<file path="src/rtl/lf_pkg.sv">
// Shared encodings and arithmetic helpers for the line-follower controller.
package lf_pkg;

    // FSM state codes (visible on the state output)
    localparam logic [1:0] ST_IDLE   = 2'd0;
    localparam logic [1:0] ST_TRACK  = 2'd1;
    localparam logic [1:0] ST_SEARCH = 2'd2;
    localparam logic [1:0] ST_STOP   = 2'd3;

    // Motor direction codes: bit1 = motor A (left) forward, bit0 = motor B (right) forward
    localparam logic [1:0] MOT_OFF         = 2'b00;
    localparam logic [1:0] MOT_FWD         = 2'b11;
    localparam logic [1:0] MOT_PIVOT_LEFT  = 2'b01;
    localparam logic [1:0] MOT_PIVOT_RIGHT = 2'b10;

    // Side on which the line was last seen
    localparam logic SIDE_LEFT  = 1'b1;
    localparam logic SIDE_RIGHT = 1'b0;

    // Clamp a signed duty request into [0, max_value]
    function automatic int sat_duty(input int value, input int max_value);
        if (value < 0) begin
            return 0;
        end
        if (value > max_value) begin
            return max_value;
        end
        return value;
    endfunction

    // One ramp step toward tgt, limited to step; a zero target is taken at once
    function automatic int ramp_toward(input int cur, input int tgt, input int step);
        int delta;
        if (tgt == 0) begin
            return 0;
        end
        delta = tgt - cur;
        if (delta > step) begin
            return cur + step;
        end
        if (delta < -step) begin
            return cur - step;
        end
        return tgt;
    endfunction

endpackage

</file>
<file path="src/rtl/pwm_gen.sv">
// Free-running PWM generator: out is high while the counter is below duty.
module pwm_gen #(
    parameter int unsigned DUTY_W = 12
) (
    input  logic              clk,
    input  logic              rst_n,
    input  logic [DUTY_W-1:0] duty,
    output logic              wrap,
    output logic              out
);

    logic [DUTY_W-1:0] cnt;

    // Period counter and registered compare
    always_ff @(posedge clk) begin
        if (!rst_n) begin
            cnt <= '0;
            out <= 1'b0;
        end else begin
            cnt <= cnt + DUTY_W'(1);
            out <= (cnt < duty);
        end
    end

    // Last clock of the period; the applied duty changes on the following edge
    assign wrap = &cnt;

endmodule

</file>
<file path="src/rtl/line_follow_ctrl.sv">
// Inductive-sensor line follower: input filtering, steering FSM, duty ramp and PWM.
module line_follow_ctrl
    import lf_pkg::*;
#(
    parameter int unsigned N_SENS       = 3,
    parameter int unsigned DUTY_W       = 12,
    parameter int unsigned BASE_DUTY    = 1700,
    parameter int unsigned K_STEER      = 600,
    parameter int unsigned FILT_LEN     = 4,
    parameter int unsigned RAMP_STEP    = 256,
    parameter int unsigned SEARCH_DUTY  = 1200,
    parameter int unsigned LOST_TIMEOUT = 2**20
) (
    input  logic              clk,
    input  logic              rst_n,
    input  logic              en,
    input  logic [N_SENS-1:0] ips,
    output logic              ENA,
    output logic              ENB,
    output logic [1:0]        motors,
    output logic [N_SENS-1:0] led,
    output logic [1:0]        state
);

    localparam int unsigned HALF     = N_SENS / 2;
    localparam int unsigned FCW      = $clog2(FILT_LEN + 1);
    localparam int unsigned TMR_W    = $clog2(LOST_TIMEOUT + 1);
    localparam int unsigned DUTY_MAX = (2**DUTY_W) - 1;
    localparam logic [N_SENS-1:0] LOW_MASK  = N_SENS'((2**HALF) - 1);
    localparam logic [N_SENS-1:0] HIGH_MASK = LOW_MASK << (N_SENS - HALF);

    logic [N_SENS-1:0] filt;
    int                diff;
    logic              all_ones;
    logic              all_zeros;

    logic [1:0]        state_next;
    logic [1:0]        motors_next;
    logic [DUTY_W-1:0] tgt_a, tgt_a_next;
    logic [DUTY_W-1:0] tgt_b, tgt_b_next;
    logic              last_side, side_next;
    logic [TMR_W-1:0]  timer, timer_next;

    logic [DUTY_W-1:0] duty_a;
    logic [DUTY_W-1:0] duty_b;
    logic              wrap_a;
    logic              wrap_b;

    // Per-bit stability filter: accept a new level after FILT_LEN differing cycles
    for (genvar g = 0; g < N_SENS; g++) begin : g_filt
        logic           bit_q;
        logic [FCW-1:0] cnt_q;

        always_ff @(posedge clk) begin
            if (!rst_n) begin
                bit_q <= 1'b1;
                cnt_q <= '0;
            end else if (ips[g] == bit_q) begin
                cnt_q <= '0;
            end else if (cnt_q == FCW'(FILT_LEN - 1)) begin
                bit_q <= ips[g];
                cnt_q <= '0;
            end else begin
                cnt_q <= cnt_q + FCW'(1);
            end
        end

        assign filt[g] = bit_q;
    end

    assign led       = filt;
    assign all_ones  = &filt;
    assign all_zeros = ~|filt;

    // Steering error: zeros on the left half minus zeros on the right half
    assign diff = $countones(~filt & HIGH_MASK) - $countones(~filt & LOW_MASK);

    // Next state, side memory, lost timer and per-state motor/target outputs
    always_comb begin
        state_next  = state;
        motors_next = MOT_OFF;
        tgt_a_next  = '0;
        tgt_b_next  = '0;
        side_next   = last_side;
        timer_next  = '0;

        if (state == ST_TRACK) begin
            if (diff > 0) begin
                side_next = SIDE_LEFT;
            end else if (diff < 0) begin
                side_next = SIDE_RIGHT;
            end
        end

        if (!en) begin
            state_next = ST_IDLE;
        end else begin
            case (state)
                ST_IDLE: state_next = ST_TRACK;
                ST_TRACK: begin
                    if (all_zeros) begin
                        state_next = ST_STOP;
                    end else if (all_ones) begin
                        state_next = ST_SEARCH;
                    end
                end
                ST_SEARCH: begin
                    if (all_zeros) begin
                        state_next = ST_STOP;
                    end else if (!all_ones) begin
                        state_next = ST_TRACK;
                    end else if (timer == TMR_W'(LOST_TIMEOUT - 1)) begin
                        state_next = ST_STOP;
                    end
                end
                ST_STOP: state_next = ST_STOP;
                default: state_next = ST_IDLE;
            endcase
        end

        if ((state == ST_SEARCH) && (state_next == ST_SEARCH)) begin
            timer_next = timer + TMR_W'(1);
        end

        case (state_next)
            ST_TRACK: begin
                motors_next = MOT_FWD;
                tgt_a_next  = DUTY_W'(sat_duty(int'(BASE_DUTY) + int'(K_STEER) * diff, int'(DUTY_MAX)));
                tgt_b_next  = DUTY_W'(sat_duty(int'(BASE_DUTY) - int'(K_STEER) * diff, int'(DUTY_MAX)));
            end
            ST_SEARCH: begin
                if (side_next == SIDE_LEFT) begin
                    motors_next = MOT_PIVOT_LEFT;
                    tgt_b_next  = DUTY_W'(sat_duty(int'(SEARCH_DUTY), int'(DUTY_MAX)));
                end else begin
                    motors_next = MOT_PIVOT_RIGHT;
                    tgt_a_next  = DUTY_W'(sat_duty(int'(SEARCH_DUTY), int'(DUTY_MAX)));
                end
            end
            default: begin
                motors_next = MOT_OFF;
            end
        endcase
    end

    // FSM and output registers
    always_ff @(posedge clk) begin
        if (!rst_n) begin
            state     <= ST_IDLE;
            motors    <= MOT_OFF;
            tgt_a     <= '0;
            tgt_b     <= '0;
            last_side <= SIDE_LEFT;
            timer     <= '0;
        end else begin
            state     <= state_next;
            motors    <= motors_next;
            tgt_a     <= tgt_a_next;
            tgt_b     <= tgt_b_next;
            last_side <= side_next;
            timer     <= timer_next;
        end
    end

    // Applied duty A: ramps at period boundaries, dropped at once when disabled
    always_ff @(posedge clk) begin
        if (!rst_n || !en) begin
            duty_a <= '0;
        end else if (wrap_a) begin
            duty_a <= DUTY_W'(ramp_toward(int'(duty_a), int'(tgt_a), int'(RAMP_STEP)));
        end
    end

    // Applied duty B: same policy as A
    always_ff @(posedge clk) begin
        if (!rst_n || !en) begin
            duty_b <= '0;
        end else if (wrap_b) begin
            duty_b <= DUTY_W'(ramp_toward(int'(duty_b), int'(tgt_b), int'(RAMP_STEP)));
        end
    end

    pwm_gen #(.DUTY_W(DUTY_W)) u_pwm_a (
        .clk   (clk),
        .rst_n (rst_n),
        .duty  (duty_a),
        .wrap  (wrap_a),
        .out   (ENA)
    );

    pwm_gen #(.DUTY_W(DUTY_W)) u_pwm_b (
        .clk   (clk),
        .rst_n (rst_n),
        .duty  (duty_b),
        .wrap  (wrap_b),
        .out   (ENB)
    );

endmodule

</file>
<file path="config.mk">
export PLATFORM = sky130hd
export DESIGN_NAME = line_follow_ctrl
export DESIGN_NICKNAME = d
export VERILOG_FILES = /design/src/rtl/lf_pkg.sv /design/src/rtl/pwm_gen.sv /design/src/rtl/line_follow_ctrl.sv
export SDC_FILE = /design/constraint.sdc
export NUM_CORES = 1
export LEC_CHECK = 0
export CORE_UTILIZATION = 55
export CTS_CLUSTER_DIAMETER = 80
export DETAILED_ROUTE_END_ITERATION = 10
export MAX_ROUTING_LAYER = met4
export PLACE_DENSITY = 0.81
export SLEW_MARGIN = 5
export SYNTH_ARGS = -nofsm -noshare
export SYNTH_HDL_FRONTEND = slang
export SYNTH_SLANG_ARGS = --single-unit
</file>
<file path="constraint.sdc">
create_clock -name clk -period 3.1 [get_ports clk]
set_clock_uncertainty 0.1 [all_clocks]
set_input_delay 0.31 -clock clk [delete_from_list [all_inputs] [get_ports clk]]
set_output_delay 0.31 -clock clk [all_outputs]
set_load 0.05 [all_outputs]
</file>
======== Word-level counts from Yosys, hierarchy flattened ========
Index checks and enable logic that the tools add are counted.
storage, ports and cells
  register bits ........................... 112
  input port bits ......................... 6
  logic and storage cells ................. 147
cells by class
  $add $sub $neg .......................... 15
  $mul .................................... 1
  $lt $le $gt $ge ......................... 12
  equality and inequality tests ........... 12
  multiplexer cells ....................... 66
  bitwise gates (word level) .............. 5
  reductions and logical operators ........ 18
operator list
  cell                                                             number
  2-to-1 mux 12 bit                                                16
  one-hot mux 12 bit (2 select lines)                              2
  2-to-1 mux 1 bit                                                 37
  greater-than comparator 14 x 13 -> 1 bit, second input constant  2
  < comparator 14 x 1 -> 1 bit, second input constant              2
  greater-than comparator 13 x 10 -> 1 bit, second input constant  2
  < comparator 13 x 9 -> 1 bit, second input constant              2
  subtractor 12 x 12 -> 13 bit                                     2
  adder 12 x 1 -> 12 bit, second input constant                    2
  adder 12 x 9 -> 12 bit, second input constant                    2
  zero test 12 bit                                                 2
  < comparator 12 bit                                              2
  AND reduction 12 bit                                             2
  subtractor 12 x 9 -> 12 bit, second input constant               2
  2-to-1 mux 11 bit                                                2
  adder 21 x 1 -> 21 bit, second input constant                    1
  equality test 21 x 20 -> 1 bit, second input constant            1
  adder 12 x 13 -> 14 bit, first input constant                    1
  2-to-1 mux 2 bit                                                 7
  subtractor 12 x 13 -> 14 bit, first input constant               1
  OR reduction 3 bit                                               4
  multiplier 8 x 2 -> 10 bit, first input constant                 1
  adder 3 x 1 -> 3 bit, second input constant                      3
  equality test 3 x 2 -> 1 bit, second input constant              3
  16 further kinds                                                 28

======== Logic depth before layout (Yosys ltp) ========
Gate-level depths: netlist of run 1.
  word-level depth ........................ 14
  gate-level depth with buffers ........... 12
  depth with buffers taken out ............ 11

======== Hierarchy ========
Synthesis of run 1 repeated with hierarchy kept, for this count alone.
second synthesis, totals
  cell total of the unflattened synthesis .. 700
  area, all modules ....................... 6014.5 um2
modules (own cells, without submodules)
  module             instances  cells each  area an instance (um2)
  line_follow_ctrl   1          512         4359.2
  pwm_gen (u_pwm_a)  1          93          828.3
  pwm_gen (u_pwm_b)  1          95          827.0

======== Least setup slack after synthesis of run 1 ========
Ideal clock, no wire load.
  path kind ............................... register -> register
  start point ............................. reg tgt_a[1]
  end point ............................... reg duty_a[6]
  library setup time ...................... 117 ps
  arrival time ............................ 2731 ps
  data required time ...................... 2883 ps
  path slack .............................. 152 ps
  cell stages (with the launch flop) ...... 12
  path through ............................ dfxtp_1 inv_1 ha_1 nor2b_4 o311a_4 o21a_1 nand2b_1 a221oi_2 o21ai_1 o31a_4 a31o_4 a22o_1
on the way
  word-level cells in the longest chain between the ends .. 10
  elaborated cells on any way between the ends .. 21
  classes of those cells .................. add/sub (1); order compare (2); mux (17); reduce/logical (1)
RTL lines
  what                            RTL line                 RTL
  start: declaration              line_follow_ctrl.sv:39   logic [DUTY_W-1:0] tgt_a, tgt_a_next;
  start signal: assignment        line_follow_ctrl.sv:158  tgt_a <= tgt_a_next;
  subtractor 12 x 12 -> 13 bit    lf_pkg.sv:37             delta = tgt - cur;
  < comparator 13 x 9 -> 1 bit    lf_pkg.sv:41             if (delta < -step) begin
  2-to-1 mux 1 bit (2 in series)  lf_pkg.sv:41
  2-to-1 mux 1 bit                lf_pkg.sv:37
  2-to-1 mux 1 bit                line_follow_ctrl.sv:169  end else if (wrap_a) begin
  2-to-1 mux 1 bit                line_follow_ctrl.sv:167  if (!rst_n || !en) begin
  2-to-1 mux 12 bit               lf_pkg.sv:44             return tgt;
  2-to-1 mux 12 bit               lf_pkg.sv:41
  2-to-1 mux 12 bit (*)           lf_pkg.sv:37
  end signal: assignment          line_follow_ctrl.sv:170  duty_a <= DUTY_W'(ramp_toward(int'(duty_a), int'(tgt_a), int'(RAMP_STEP)));
  end: declaration                line_follow_ctrl.sv:44   logic [DUTY_W-1:0] duty_a;
Every way passes the cells marked *; elsewhere a longest branch is shown, timed or not. The select of a mux whose other input is x is not followed.
A chain may end at the register's enable or synchronous reset.

======== Final worst setup path of run 1 ========
  start point ............................. reg duty_b[8]
  end point ............................... reg duty_b[6]
on the way
  word-level cells in the longest chain between the ends .. 10
  elaborated cells on any way between the ends .. 17
  classes of those cells .................. add/sub (1); order compare (2); mux (14)
RTL lines
  what                              RTL line                 RTL
  start: declaration                line_follow_ctrl.sv:45   logic [DUTY_W-1:0] duty_b;
  start signal: assignment          line_follow_ctrl.sv:179  duty_b <= DUTY_W'(ramp_toward(int'(duty_b), int'(tgt_b), int'(RAMP_STEP)));
  subtractor 12 x 12 -> 13 bit (*)  lf_pkg.sv:37
  < comparator 13 x 9 -> 1 bit      lf_pkg.sv:41
  2-to-1 mux 1 bit (2 in series)    lf_pkg.sv:41
  2-to-1 mux 1 bit                  lf_pkg.sv:37
  2-to-1 mux 1 bit                  line_follow_ctrl.sv:178  end else if (wrap_b) begin
  2-to-1 mux 1 bit                  line_follow_ctrl.sv:176  if (!rst_n || !en) begin
  2-to-1 mux 12 bit                 lf_pkg.sv:44
  2-to-1 mux 12 bit (*)             lf_pkg.sv:41
  2-to-1 mux 12 bit (*)             lf_pkg.sv:37
Marked as above.

==> results.toml, run 1 <==
[critical_path]
slowest_stage = "a2111oi_1"
cp-startpoint = "duty_b[8]$_SDFFE_PP0P_"
crit_path_start_kind = "flop"
crit_required_ns = 3.26
cp_max_fo = 7
critPathCaptureType = "flop"
r2r-start = "duty_b[8]$_SDFFE_PP0P_"
path_delay_family = "compound AO/OA/AOI/OAI gates"
slowest_delay_ns = 0.54
worstPathCellList = "inv_1, ha_1, and3_1, a2111oi_1, o211ai_1, nand4_1, a2bb2oi_2, nor3_2, a22o_1"
cp_num_buf_inv = 1
worst-setup-path-type = "reg -> reg"
cp.arrival_ns = 3.20

[logic_synthesis]
synth_top_area_cell = "dfxtp_1"
synth_top_area_share_pct = 32.3
synth_flop_cell = "dfxtp_1"
synth.area.top_cells = "dfxtp_1 32%, ha_1 14%, xnor2_1 4.8%, nand2_1 3.6%, nor2_1 3.6%"
synthArstFlopShare_pct = 0
synth-seq-cells = 95
ys_seq_area_share_pct = 32.3
synth_cell_types = 75
avgSynthCellArea_um2 = 8.74
yosys_warnings = 0
syn_inst = 673
synth_nets = 745
synth_area_um2 = 5880
synth_edf_count = 0

[placement]
dp_hpwl_mm = 9.63
dp.cells = 822
place_ws_ns = -0.0553
io_buffers = 14
routabilityCongestion = 0.903

[sta]
rsz0062_at_grt = "true"
slew_headroom_pct = 60.7
slew_violations = 0
setup_slack_ns = 0.0639
hold_violations = 0
tightest_slew_ns = 0.588
fin_crit_ns = 3.04
fin_setup_tns_ns = 0
clock.fmax_mhz = 329
setup_violations = 0
fin_crit_sh_pct = 97.9

[clock_tree]
cts_buffer_depth = 2
cts_tree = "yes"
cts_inserted_buffers = 9
clkLatencyLatePin_ns = 0.37
htreeDepth = 3
clock_tree.root_cell = "clkbuf_8"
clock_sink_count = 95
clk_pin_slew_ns = 0.09

[cells_and_area]
syn2layout_area_growth_pct = 11.0
final_cells = 839
antenna_cells = 0
drive_gt1_share_pct = 9.82
mostFrequentLayoutCells = "94 x dfxtp_1, 60 x ha_1, 56 x nor2_1"
finish.utilization_pct = 63.2
nFillCells = 836
fin_nets = 772
layout_commonest_cell = "dfxtp_1"

[die]
die_w_um = 105
initial_core_util_pct = 57.0
io_pins = 15
rows = 37
core_area_um2 = 10300
die_y_um = 105
die-area_um2 = 11100

[detailed_routing]
routed_via_density = 5.89
dr.pass1.iters = 5
drt-total-wl_mm = 12.7
drtAntennaViolNets = 0
drc = 0
vias = 4939
drt-initial-drc-count = 244
wl_per_cell_um = 15.1

[global_route]
grt_overflow = 0
first_global_vias = 4812
grt_max_degree = 39
grt_pass1_wl_mm = 21.5
grt.total_usage_pct = 24.3
antenna_found_initial = 0

[power]
switching_share_pct = 27.6
p_seq_share_pct = 49.4
powerDensity_nw_per_um2 = 391
p_switching_uw = 703
cellLeakagePower_uw = 0.00258
ir_drop_mv = 0.394
intPower_uw = 1850
clkPwrFrac_pct = 31.1
power_frac_comb_pct = 19.5

[min_path]
hold_start = "g_filt[0].cnt_q[0]$_SDFF_PP0_"
hold_path_class = "reg -> reg"

[outcome]
status = "finished clean"

[run]
cap_violations = 0
## flip-flops by register name, summed over array words and instances, names as in the netlist
signal,flops
u_pwm_b.out,1
g_filt.bit_q,3
g_filt.cnt_q,9
tgt_a,9
duty_b,9
u_pwm_a.out,1
last_side,1
duty_a,9
motors,2
u_pwm_a.cnt,12
timer,21
state,2
u_pwm_b.cnt,12
tgt_b,4
## stage by stage
stage	hold WS [ns]	total power (µW)	cell area, µm²
after floorplan	0.299	1640	5880
after global placement	0.306	1740	6220
after detailed placement	0.314	1750	6220
after CTS	0.326	2530	6410
after global routing	0.334	2660	6530
final	0.319	2550	6530
## worst paths after layout
| check | to | slack (ns) | depth (start not counted) |
|---|---|---|---|
| worst max-delay path | duty_b[6]$_SDFFE_PP0P_ | 0.06 | 9 |
| worst min-delay path | g_filt[0].cnt_q[0]$_SDFF_PP0_ | 0.32 | 1 |
| worst max register to register | duty_b[6]$_SDFFE_PP0P_ | 0.06 | 9 |
| worst min register to register | g_filt[0].cnt_q[0]$_SDFF_PP0_ | 0.32 | 1 |
## metal layers
layer | part of all wire, % | track usage, %
met1 | 46 | 28.9
met2 | 47 | 40.9
met3 | 3.6 | 3.59
met4 | 3.1 | 10.2
met5 | 0 | -
## worst register-to-register path: cells and delay by family (launching register included)
kind / cells / cell delay [ns]
adders and majority gates: 1 / 0.41
AOI/OAI and AO/OA: 4 / 1.31
buffers and inverters: 1 / 0.14
and+or+nand+nor: 3 / 0.56
DFF: 1 / 0.41
## power groups by stage
stage          clock network (µW)  logic [µW]  registers [µW]
3_3_place_gp                    0         447            1290
4_1_cts                       804         463            1260
6_report                      793         497            1260
5_1_grt                       851         542            1260
3_5_place_dp                    0         459            1290
2_1_floorplan                   0         337            1300
## repair_timing
action	in CTS	in global routing
pin swaps	0	9
hold buffers	0	0
endpoints found under the setup margin	4	25
cloned	0	0
buffers inserted	0	3
resized for setup	2	21
## area by class of cell
type | instances | area [µm²] | share of cell area (%)
clock buffers | 10 | 138 | 2.11
clock inverters | 4 | 47.5 | 0.728
flip-flops and latches | 95 | 1910 | 29.2
multi-input cells | 523 | 3850 | 59.0
repair buffers | 30 | 260 | 3.99
inverters | 41 | 154 | 2.36
well taps | 136 | 170 | 2.61
## cells in the mapped netlist, types with 2 or more instances
| library cell | number |
|---|---|
| dfxtp_1 | 95 |
| ha_1 | 66 |
| nand2_1 | 56 |
| nor2_1 | 56 |
| inv_1 | 40 |
| xnor2_1 | 32 |
| and2_1 | 27 |
| nand3_1 | 27 |
| a21oi_1 | 25 |
| o21ai_0 | 25 |
| and3_1 | 20 |
| xor2_1 | 20 |
| nor2b_1 | 10 |
| o211ai_1 | 10 |
| clkbuf_1 | 9 |
| a22o_1 | 8 |
| nand2b_1 | 8 |
| nor3_1 | 8 |
| or3_1 | 8 |
| a31oi_1 | 7 |
| a21boi_0 | 6 |
| mux2i_1 | 6 |
| nand3b_1 | 6 |
| nor4_1 | 6 |
| o21a_1 | 6 |
| o21ai_1 | 6 |
| nand4_1 | 5 |
| o221ai_1 | 5 |
| nor4b_1 | 4 |
| a21o_1 | 3 |
| buf_4 | 3 |
| o31ai_1 | 3 |
| or2_1 | 3 |
| a2111oi_0 | 2 |
| a211o_1 | 2 |
| a211oi_1 | 2 |
| a21oi_2 | 2 |
| a221oi_2 | 2 |
| a22oi_1 | 2 |
| a32o_1 | 2 |
| and4_1 | 2 |
| buf_2 | 2 |
| nor3_2 | 2 |
| o31a_1 | 2 |
| or4_1 | 2 |
## logic make-up (layout without fill, tap and decap cells)
family                   Yosys count  count (layout)  share of synthesized area (%)
AND/OR/NAND/NOR                  257             257                           22.7
AO/OA/AOI/OAI                    141             141                           18.3
flip-flops                        95              95                           32.3
adder cells (fa/ha/maj)           67              67                           14.2
buffers and inverters             55              85                           3.74
XOR/XNOR                          52              52                           7.74
multiplexers                       6               6                           1.02
Note: power is estimated with default switching activity, not from simulation.
==> run 2: changes to the inputs <==
--- a/config.mk
+++ b/config.mk
@@ -6,10 +6,12 @@
 export NUM_CORES = 1
 export LEC_CHECK = 0
 export CORE_UTILIZATION = 55
+export CTS_BUF_LIST = sky130_fd_sc_hd__clkbuf_4
 export CTS_CLUSTER_DIAMETER = 80
 export DETAILED_ROUTE_END_ITERATION = 10
+export DONT_BUFFER_PORTS = 1
 export MAX_ROUTING_LAYER = met4
-export PLACE_DENSITY = 0.81
+export PLACE_DENSITY = 0.79
 export SLEW_MARGIN = 5
 export SYNTH_ARGS = -nofsm -noshare
 export SYNTH_HDL_FRONTEND = slang
==> results.toml, run 2 (synthesized netlist as in run 1, its figures left out) <==
[die]
rows = 37
die-area_um2 = 11100
die_w_um = 105
core_area_um2 = 10300
io_pins = 15
die_y_um = 105
initial_core_util_pct = 57.0

[critical_path]
timing.rr.end = "duty_b[4]$_SDFFE_PP0P_"
slowest_delay_ns = 0.48
ff2ff_path_depth = 12
r2r_slack_ns = 0.11
worstPathCellList = "inv_1, ha_4, o21ai_2, a21oi_4, or4_1, a221oi_2, o221ai_2, a211oi_4, buf_4, a2bb2o_4, o21bai_4, a22o_1"
path_delay_family = "compound AO/OA/AOI/OAI gates"
worst-setup-path-type = "reg -> reg"
crit_path_start_kind = "flop"
slowest_stage = "or4_1"
cp.arrival_ns = 3.24
critPathCaptureType = "flop"
crit_required_ns = 3.34
cp_max_fo = 6
r2r-start = "duty_b[6]$_SDFFE_PP0P_"
cp_num_buf_inv = 2

[sta]
fin_crit_sh_pct = 96.6
slew_violations = 0
setup_violations = 0
tightest_slew_ns = 0.997
hold_violations = 0
fin_crit_ns = 2.99
slew_headroom_pct = 33.3
clock.fmax_mhz = 334
setup_slack_ns = 0.107

[detailed_routing]
drt-initial-drc-count = 300
routed_via_density = 5.86
wl_per_cell_um = 14.7
vias = 4891
drtAntennaViolNets = 0
drc = 0
dr.pass1.iters = 5
drt-total-wl_mm = 12.3

[placement]
dp.cells = 809
place_ws_ns = -0.00919
io_buffers = 0
dp_hpwl_mm = 9.35
routabilityCongestion = 0.907

[global_route]
antenna_found_initial = 0
grt_overflow = 0
grt_pass1_wl_mm = 20.7
grt.total_usage_pct = 23.4
grt_max_degree = 36
first_global_vias = 4693

[cells_and_area]
fin_nets = 765
antenna_cells = 0
mostFrequentLayoutCells = "90 x dfxtp_1, 60 x ha_1, 56 x nor2_1"
syn2layout_area_growth_pct = 9.45
regArea_um2 = 1910
nFillCells = 859
multi_input_area_um2 = 3900
layout_commonest_cell = "dfxtp_1"
drive_gt1_share_pct = 11.3
reg_top3 = "timer (21), u_pwm_a.cnt (12), u_pwm_b.cnt (12)"
largest_register_ffs = 21
final_cells = 834
top_register = "timer"

[power]
cellLeakagePower_uw = 0.00253
ir_drop_mv = 0.409
powerDensity_nw_per_um2 = 361

[outcome]
status = "finished clean"

[clock_tree]
clock_sink_count = 95
clkLatencyLatePin_ns = 0.44
cts_inserted_buffers = 9
cts_buffer_depth = 2
htreeDepth = 3
clk_pin_slew_ns = 0.14
cts_tree = "yes"
clock_tree.root_cell = "clkbuf_4"

[min_path]
hold_depth = 3
holdPathEnd = "g_filt[1].cnt_q[2]$_SDFF_PP0_"
hold_start = "ips[1]"
hold_path_class = "in -> reg"

[run]
cap_violations = 0
[run 2: changes by cell type in the layout (fill, tap and decap cells not counted), sizes merged]
| cell | change |
|---|---|
| bufinv | -1 |
| buf | +1 |
| clkinvlp | +1 |
| clkinv | +2 |
| clkdlybuf4s50 | -14 |
| dlygate4sd3 | +6 |
[run 2: how the worst max path moves through the flow]
stage	cells past startpoint	endpoint	slack, ns	start
CTS	11	duty_b[6]$_SDFFE_PP0P_	0.0002	duty_b[6]$_SDFFE_PP0P_
global placement	11	duty_a[6]$_SDFFE_PP0P_	0.07	duty_a[9]$_SDFFE_PP0P_
floorplan	11	duty_a[6]$_SDFFE_PP0P_	0.15	tgt_a[1]$_SDFF_PN0_
finish	12	duty_b[4]$_SDFFE_PP0P_	0.11	duty_b[6]$_SDFFE_PP0P_
detailed placement	11	duty_a[4]$_SDFFE_PP0P_	-0.009	duty_a[9]$_SDFFE_PP0P_
global route	11	duty_b[7]$_SDFFE_PP0P_	-0.02	duty_b[8]$_SDFFE_PP0P_
[run 2: per-layer routing]
metal	global-route usage (%)	wire (µm)	vias up	share of wire [%]
li1	-	-	2437	-
met4	9.15	281	0	2.3
met2	38.6	5890	103	48
met5	-	0	-	0
met1	28.7	5750	2322	47
met3	3.53	378	29	3.1
[run 2: area by class of cell]
cell class                 instances  share of cell area, %
timing repair buffer              23                   2.92
clock inverter                     6                  0.583
sequential                        95                   29.7
tap                              136                   2.64
clock buffer                      10                   1.17
inverter                          41                   2.39
multi-input combinational        523                   60.6
[run 2: worst min-delay path, delay by kind of cell]
kind	cells	cell delay, ns
and+or+nand+nor	2	0.17
xor gates and xnor gates	1	0.05
[run 2: per-stage QoR]
| stage | power [µW] | TNS [ns] | cell area (µm²) | utilization (%) | hold WS [ns] |
|---|---|---|---|---|---|
| finish | 2330 | 0 | 6440 | 62.3 | 0.0227 |
| CTS | 2300 | 0 | 6260 | 60.6 | 0.0103 |
| floorplan | 1640 | 0 | 5880 | - | 0.299 |
| detailed placement | 1720 | -0.0225 | 6090 | 59.0 | 0.278 |
| global route | 2430 | -0.0481 | 6440 | 62.3 | 0.0237 |
| global placement | 1700 | 0 | 6090 | 59.0 | 0.277 |
[run 2: power breakdown]
group	switching, µW	total (µW)	internal [µW]	leakage (µW)
logic	256	470	215	0.00170
registers	40.0	1280	1240	0.000772
clock network	403	573	170	0.0000598
[run 2: timing repair]
action	4_1_cts	5_1_grt
hold endpoints to repair	41	3
buffers inserted	0	3
pin swaps	0	8
gates resized for setup	3	31
hold buffers	5	1
setup endpoints to repair	5	27
